### config.mk
export PLATFORM = sky130hd
export DESIGN_NAME = keccak_padder
export DESIGN_NICKNAME = d
export VERILOG_FILES = /design/src/rtl/keccak_padder.sv
export SDC_FILE = /design/constraint.sdc
export NUM_CORES = 1
export LEC_CHECK = 0
export CORE_UTILIZATION = 35
export DETAILED_ROUTE_END_ITERATION = 6
export DONT_BUFFER_PORTS = 1
export PLACE_DENSITY = 0.54
export SETUP_SLACK_MARGIN = 0.15
export SYNTH_ARGS = -nofsm -noshare
export SYNTH_HDL_FRONTEND = slang
export SYNTH_SLANG_ARGS = --single-unit
### constraint.sdc
create_clock -name Clock -period 2.75 [get_ports Clock]
set_clock_uncertainty 0.2 [all_clocks]
set_input_delay 0.4125 -clock Clock [delete_from_list [all_inputs] [get_ports Clock]]
set_output_delay 0.4125 -clock Clock [all_outputs]
set_load 0.01 [all_outputs]
### src/rtl/keccak_padder.sv
// Byte-stream to rate-block transmitter for keccak_buffer.
// Applies Keccak pad10*1 and sequences the block handoff.
module keccak_padder #(
  parameter int IN_BUF_SIZE = 64,
  localparam int WORDS_PER_BLOCK = 1024 / IN_BUF_SIZE,
  localparam int BYTES_PER_WORD = IN_BUF_SIZE / 8,
  localparam int CW = (WORDS_PER_BLOCK > 1) ? $clog2(WORDS_PER_BLOCK) : 1,
  localparam int BW = $clog2(BYTES_PER_WORD + 1)
) (
  input  logic                   Clock,
  input  logic                   Reset,
  input  logic [IN_BUF_SIZE-1:0] Msg_in,
  input  logic                   Msg_in_valid,
  input  logic                   Msg_in_last,
  input  logic [BW-1:0]          Msg_in_bytes,
  output logic                   Msg_in_ready,
  output logic [IN_BUF_SIZE-1:0] Din_buffer_in,
  output logic                   Din_buffer_in_valid,
  input  logic                   Din_buffer_full,
  input  logic                   Ready,
  output logic                   Last_block,
  input  logic                   Dout_buffer_out_valid,
  output logic                   Busy
);

  typedef enum logic [2:0] {
    S_IDLE,
    S_MSG,
    S_PAD,
    S_LAST,
    S_DRAIN
  } state_t;

  state_t          state_q, state_d;
  logic [CW-1:0]   word_cnt_q, word_cnt_d;
  logic            pad_first_q, pad_first_d;
  logic            dout_seen_q, dout_seen_d;

  logic                   blk_end;
  logic [CW-1:0]          cnt_next;
  logic                   short_last;
  logic [IN_BUF_SIZE-1:0] msg_word;
  logic [IN_BUF_SIZE-1:0] pad_word;
  logic                   msg_ready;
  logic                   out_valid;
  logic [IN_BUF_SIZE-1:0] out_word;

  assign blk_end    = (word_cnt_q == CW'(WORDS_PER_BLOCK - 1));
  assign cnt_next   = blk_end ? '0 : word_cnt_q + 1'b1;
  assign short_last = Msg_in_last && (Msg_in_bytes < BW'(BYTES_PER_WORD));

  always_comb begin
    msg_word = '0;
    for (int i = 0; i < BYTES_PER_WORD; i++) begin
      if (!short_last || i < int'(Msg_in_bytes))
        msg_word[8*i +: 8] = Msg_in[8*i +: 8];
      else if (i == int'(Msg_in_bytes))
        msg_word[8*i +: 8] = 8'h01;
      else
        msg_word[8*i +: 8] = 8'h00;
    end
    if (short_last && blk_end)
      msg_word[IN_BUF_SIZE-1 -: 8] = msg_word[IN_BUF_SIZE-1 -: 8] | 8'h80;
  end

  always_comb begin
    pad_word      = '0;
    pad_word[0]   = pad_first_q;
    if (blk_end)
      pad_word[IN_BUF_SIZE-1 -: 8] = pad_word[IN_BUF_SIZE-1 -: 8] | 8'h80;
  end

  always_comb begin
    state_d     = state_q;
    word_cnt_d  = word_cnt_q;
    pad_first_d = pad_first_q;
    dout_seen_d = dout_seen_q;
    msg_ready   = 1'b0;
    out_valid   = 1'b0;
    out_word    = '0;
    unique case (state_q)
      S_IDLE, S_MSG: begin
        msg_ready = !Din_buffer_full;
        out_valid = Msg_in_valid;
        out_word  = msg_word;
        if (Msg_in_valid && !Din_buffer_full) begin
          word_cnt_d = cnt_next;
          state_d    = S_MSG;
          if (Msg_in_last) begin
            pad_first_d = !short_last;
            if (short_last && blk_end)
              state_d = S_LAST;
            else
              state_d = S_PAD;
          end
        end
      end
      S_PAD: begin
        out_valid = 1'b1;
        out_word  = pad_word;
        if (!Din_buffer_full) begin
          word_cnt_d  = cnt_next;
          pad_first_d = 1'b0;
          if (blk_end)
            state_d = S_LAST;
        end
      end
      S_LAST: begin
        dout_seen_d = 1'b0;
        if (Ready && Din_buffer_full)
          state_d = S_DRAIN;
      end
      S_DRAIN: begin
        // leave only on the falling edge of the digest phase
        if (Dout_buffer_out_valid)
          dout_seen_d = 1'b1;
        else if (dout_seen_q)
          state_d = S_IDLE;
      end
      default: state_d = S_IDLE;
    endcase
  end

  always_ff @(posedge Clock or posedge Reset) begin
    if (Reset) begin
      state_q     <= S_IDLE;
      word_cnt_q  <= '0;
      pad_first_q <= 1'b0;
      dout_seen_q <= 1'b0;
    end else begin
      state_q     <= state_d;
      word_cnt_q  <= word_cnt_d;
      pad_first_q <= pad_first_d;
      dout_seen_q <= dout_seen_d;
    end
  end

  assign Msg_in_ready        = msg_ready && !Reset;
  assign Din_buffer_in_valid = out_valid && !Reset;
  assign Din_buffer_in       = out_word;
  assign Last_block          = (state_q == S_LAST);
  assign Busy                = (state_q != S_IDLE);

endmodule

## Word-level counts from Yosys, hierarchy flattened

Cells that the tools add are included.

- Bits in registers: 9
- Latch bits: 0
- Bits in writable memories: 0
- Memory bits (read-only): 0
- Logic and storage cells: 101
- Memories kept: 0

- Add/subtract/negate cells: 1
- $mul: 0
- Divide/modulo/power cells: 0
- Magnitude comparators: 9
- Equality and inequality tests: 20
- Shift-type cells: 0
- Muxes and demuxes: 40
- Bitwise gates (word level): 0
- Reduce and logical (&&, ||, !) cells: 27

Operators with widths:

| kind | number |
|---|---|
| $pmux 64 s2 | 1 |
| $mux 8 | 10 |
| $mux 3 | 6 |
| $eq 4x4->1 const A | 4 |
| $lt 3x4->1 const A | 4 |
| $mux 1 | 14 |
| $ne 2x2->1 const B | 7 |
| $mux 4 | 3 |
| $pmux 3 s4 | 1 |
| $eq 3x4->1 const A | 2 |
| $logic_or 1x1->1 | 8 |
| $lt 1x4->1 const A | 2 |
| $lt 2x4->1 const A | 2 |
| $pmux 4 s2 | 1 |
| $eq 3x2->1 const B | 2 |
| $logic_and 1x1->1 | 6 |
| $pmux 1 s2 | 3 |
| $reduce_and 6->1 | 1 |
| $add 4x1->4 const B | 1 |
| $eq 2x4->1 const A | 1 |
| $eq 4x4->1 const B | 1 |
| $logic_not 4->1 | 1 |
| $lt 4x4->1 const B | 1 |
| $reduce_and 4->1 | 1 |
| other kinds (11) | 14 |

## Logic depth before layout (Yosys ltp)

- Depth after elaboration: 7
- Depth in mapped cells: 5

## Least setup slack after synthesis

Ideal clock, no wire load.

- Kind: input port to output port
- Start: input Msg_in_bytes[1]
- End: output Din_buffer_in[41]
- Arrival time: 1234 ps
- Data required time: 2138 ps
- Path slack: 903 ps
- Stages: 4
- Path through: clkbuf_1 -> nand2_1 -> a21oi_1 -> and2_1

- Longest elaborated chain between the ends: 6
- Elaborated cells between the ends (all ways): 7

RTL lines:

| item | RTL line | text |
|---|---|---|
| start: declaration | 15 | `input logic [BW-1:0] Msg_in_bytes,` |
| $lt 4x4->1 | 50 | `assign short_last = Msg_in_last && (Msg_in_bytes < BW'(BYTES_PER_WORD));` |
| $logic_and 1x1->1 | 50 |  |
| $logic_not 1->1 | 55 | `if (!short_last \|\| i < int'(Msg_in_bytes))` |
| $logic_or 1x1->1 * | 55 |  |
| $mux 8 * | 55 |  |
| $pmux 64 s2 * | 81 | `unique case (state_q)` |
| end: declaration | 17 | `output logic [IN_BUF_SIZE-1:0] Din_buffer_in,` |

Every way passes the cells marked *; elsewhere a longest branch is shown, timed or not.

## Worst setup path after layout

- Start: register state_q[2]
- End: output Din_buffer_in[7]

- Longest elaborated chain between the ends: 3
- Elaborated cells between the ends (all ways): 5

RTL lines:

| item | RTL line | text |
|---|---|---|
| start: declaration | 34 | `state_t state_q, state_d;` |
| start signal: assignment | 131 | `state_q <= state_d;` |
| $eq 3x1->1 / $logic_not 3->1 (equally long branches) | 81 |  |
| $reduce_or 2->1 | 81 |  |
| $pmux 64 s2 * | 81 |  |

Marks and branches as above.

==> run metrics <==
outcome=finished clean; post-DP HPWL=3170 µm; Die Height=59.4 µm; CP delay by family, top=simple AND/OR/NAND/NOR gates; pre-CTS setup slack=0.539 ns; die area=0.00353 mm²; GRT Total Usage=0.192; setup TNS after final layout=0 ns; area grow syn2layout=4.99%; worst min path class=input port to flip-flop; crit end category=output pin; R2R depth=3; Synth Cell Area=0.00115 mm²; register area=225 µm²; final setup fails=0; H-tree depth=1; vias in the first global route=967; minimum clock period=2.45 ns; critical path arrival=1.83 ns; area of the multi-input gates=875 µm²; share of the synthesized area in the top cell type=0.304; Routed WL=3730 µm; hold endpoint=state_q[2]$_DFFE_PP0P_; CTS buffer count=3; maximum fanout along the worst path=12; Total Nets Final=235; largest area contributor in the synthesized netlist=and2_1; top cells by count, synth=and2_1 (56), nor2_1 (12), dfrtp_1 (9), nand2_1 (8), nor3_1 (7); drt wl/cell=18.5 µm; ys async rst share=1.00; RSZ-0062 raised after global routing=no; Yosys warnings=0; largest net degree at the start of global routing=14; Final Hold Violating Endpoints=0; first-pass GRT wire length=4950 µm; vias per cell=5.60; Gate Count Post-Synth=161; Yosys reg bits=9; I/O pins=143; num rows=20; Initial Util=0.374; number of max-cap violations=0; Max VDD drop=0.000468 V; gpl congestion=0.799; Highest Clock Rate=0.409 GHz; ratio of cells with drive above 1 in the final layout=0.0823; Yosys cell types=40; FILL cells=335; CP Class=flip-flop to output pin; top-count cell post-synth=and2_1; worst path bufs/invs=0; total number of vias=1132; Slew Limit Fails=0; Clock Tree Buf Depth=2; max incr delay on CP=0.50 ns; IO buf count=0; Worst Hold Launch=Din_buffer_full; clock-pin slew on the worst setup and hold paths=0.06 ns; flop2flop setup slack=1.07 ns; Die Span X=59.4 µm; slew margin rel.=0.629; later-pin clock latency in the skew report=0.26 ns; CP max stage cell=dfrtp_1; DR pass1 iterations=4; Hold Crit Depth=2; initial antenna violation count=0; number of flops mapped to enable cells by yosys=0; post-route ant nets=0; WP data required=2.14 ns; Worst R2R End=word_cnt_q[1]$_DFFE_PP0P_; post-synthesis sequential area ratio=0.195; Core Region=0.00308 mm²; Initial DRC Count=29; CTS Sinks=9; final design utilization=0.393; Post-synth top flop=dfrtp_1; slew of the pin with the lowest slew margin=0.557 ns; fin crit share=0.890; Antenna Cells=0; Lkg Pwr=0.484 nW; Post-CTS Setup Bufs=0; Remaining DRCs=0; Root Driver=clkbuf_4; power per cell area=996 mW/mm²; syn_nets=237; remaining global-route overflow=0; kind of start point of the critical path=flip-flop; CP cell instances=or2_1 > nor2_1 > and2_1; setup slack after layout=0.303 ns; CTS tree=done; top cells by area, synth=and2_1 (30%), dfrtp_1 (20%), nor2_1 (3.9%); syn_area_per_cell=7.16 µm²; RR Startpoint=state_q[1]$_DFFE_PP0P_
[per-stage QoR]
step,power [mW],hold slack [ns],area [µm²],instances
global route,1.31,0.0808,1210,202
detailed placement,1.09,0.0921,1160,197
global placement,1.07,0.0959,1160,197
finish,1.20,0.0790,1210,202
CTS,1.20,0.0763,1200,202
floorplan,0.988,0.0404,1150,161
[state kept, by name (all words and copies together), names as in the netlist]
signal / cells
pad_first_q: 1
state_q: 3
dout_seen_q: 1
word_cnt_q: 4
[cell usage in the layout (no fill, tap or decap), types with 2 or more instances in the layout]
cell type / count
o21ai_1: 3
a31oi_1: 2
nor2_1: 12
nor2b_1: 3
dfrtp_1: 9
nor2_2: 3
a21oi_1: 4
and2_1: 56
o21a_1: 5
inv_1: 5
a32o_1: 2
a21oi_2: 3
clkbuf_4: 3
nand2b_1: 5
nand2_1: 8
o21ai_0: 2
nand3_1: 4
nor3_1: 7
[worst max path at each step]
stage / start / end / slack, ns / cells past startpoint
3_3_place_gp: state_q[2]$_DFFE_PP0P_ / Din_buffer_in[42] / 0.61 / 3
3_5_place_dp: state_q[2]$_DFFE_PP0P_ / Din_buffer_in[48] / 0.54 / 3
5_1_grt: state_q[2]$_DFFE_PP0P_ / Din_buffer_in[7] / 0.18 / 3
2_1_floorplan: Msg_in_bytes[1] / Din_buffer_in[41] / 0.90 / 4
4_1_cts: state_q[2]$_DFFE_PP0P_ / Din_buffer_in[48] / 0.25 / 3
6_report: state_q[2]$_DFFE_PP0P_ / Din_buffer_in[7] / 0.30 / 3
[worst register-to-register path, cell delays in order, from the launching register on]
cell	delay (ns)
dfrtp_1	0.50
nor2b_1	0.23
o21ai_1	0.28
mux2_1	0.35
[layout make-up]
type / count / share of cell area
tap: 44 / 0.0455
timing repair buffer: 1 / 0.00827
clock buffer: 4 / 0.0217
multi-input combinational: 139 / 0.723
sequential: 9 / 0.186
inverter: 5 / 0.0155
[cells by family (layout without fill, tap and decap cells)]
| kind of cell | count (synthesis) | after routing | synth area share |
|---|---|---|---|
| xor+xnor | 1 | 1 | 0.00760 |
| mux | 2 | 2 | 0.0185 |
| buf+inv | 13 | 10 | 0.0543 |
| flops | 9 | 9 | 0.195 |
| simple gates | 105 | 105 | 0.529 |
| fa+ha+maj | 1 | 1 | 0.0109 |
| compound gates | 30 | 30 | 0.185 |
[report_power, final]
part           internal (mW)  total, mW  leakage (nW)  switching [mW]
logic                  0.290      0.823         0.354           0.532
registers              0.192      0.281         0.114          0.0888
clock network         0.0559      0.101        0.0150          0.0454
[routing by layer]
layer	vias to the layer above	part of all wire	GRT usage	wire length (µm)
met4	0	0.0072	0.0238	27
li1	538	-	-	-
met2	63	0.55	0.360	2050
met3	2	0.072	0.0459	269
met5	-	0	0	0
met1	529	0.37	0.224	1380
[repair_timing]
item                                   4_1_cts  5_1_grt
resized for setup                            0        2
endpoints found under the hold margin        9        0
setup endpoints to repair                    0       14
hold buffers                                 1        0
No activity file was read; power rests on OpenSTA's default activity.
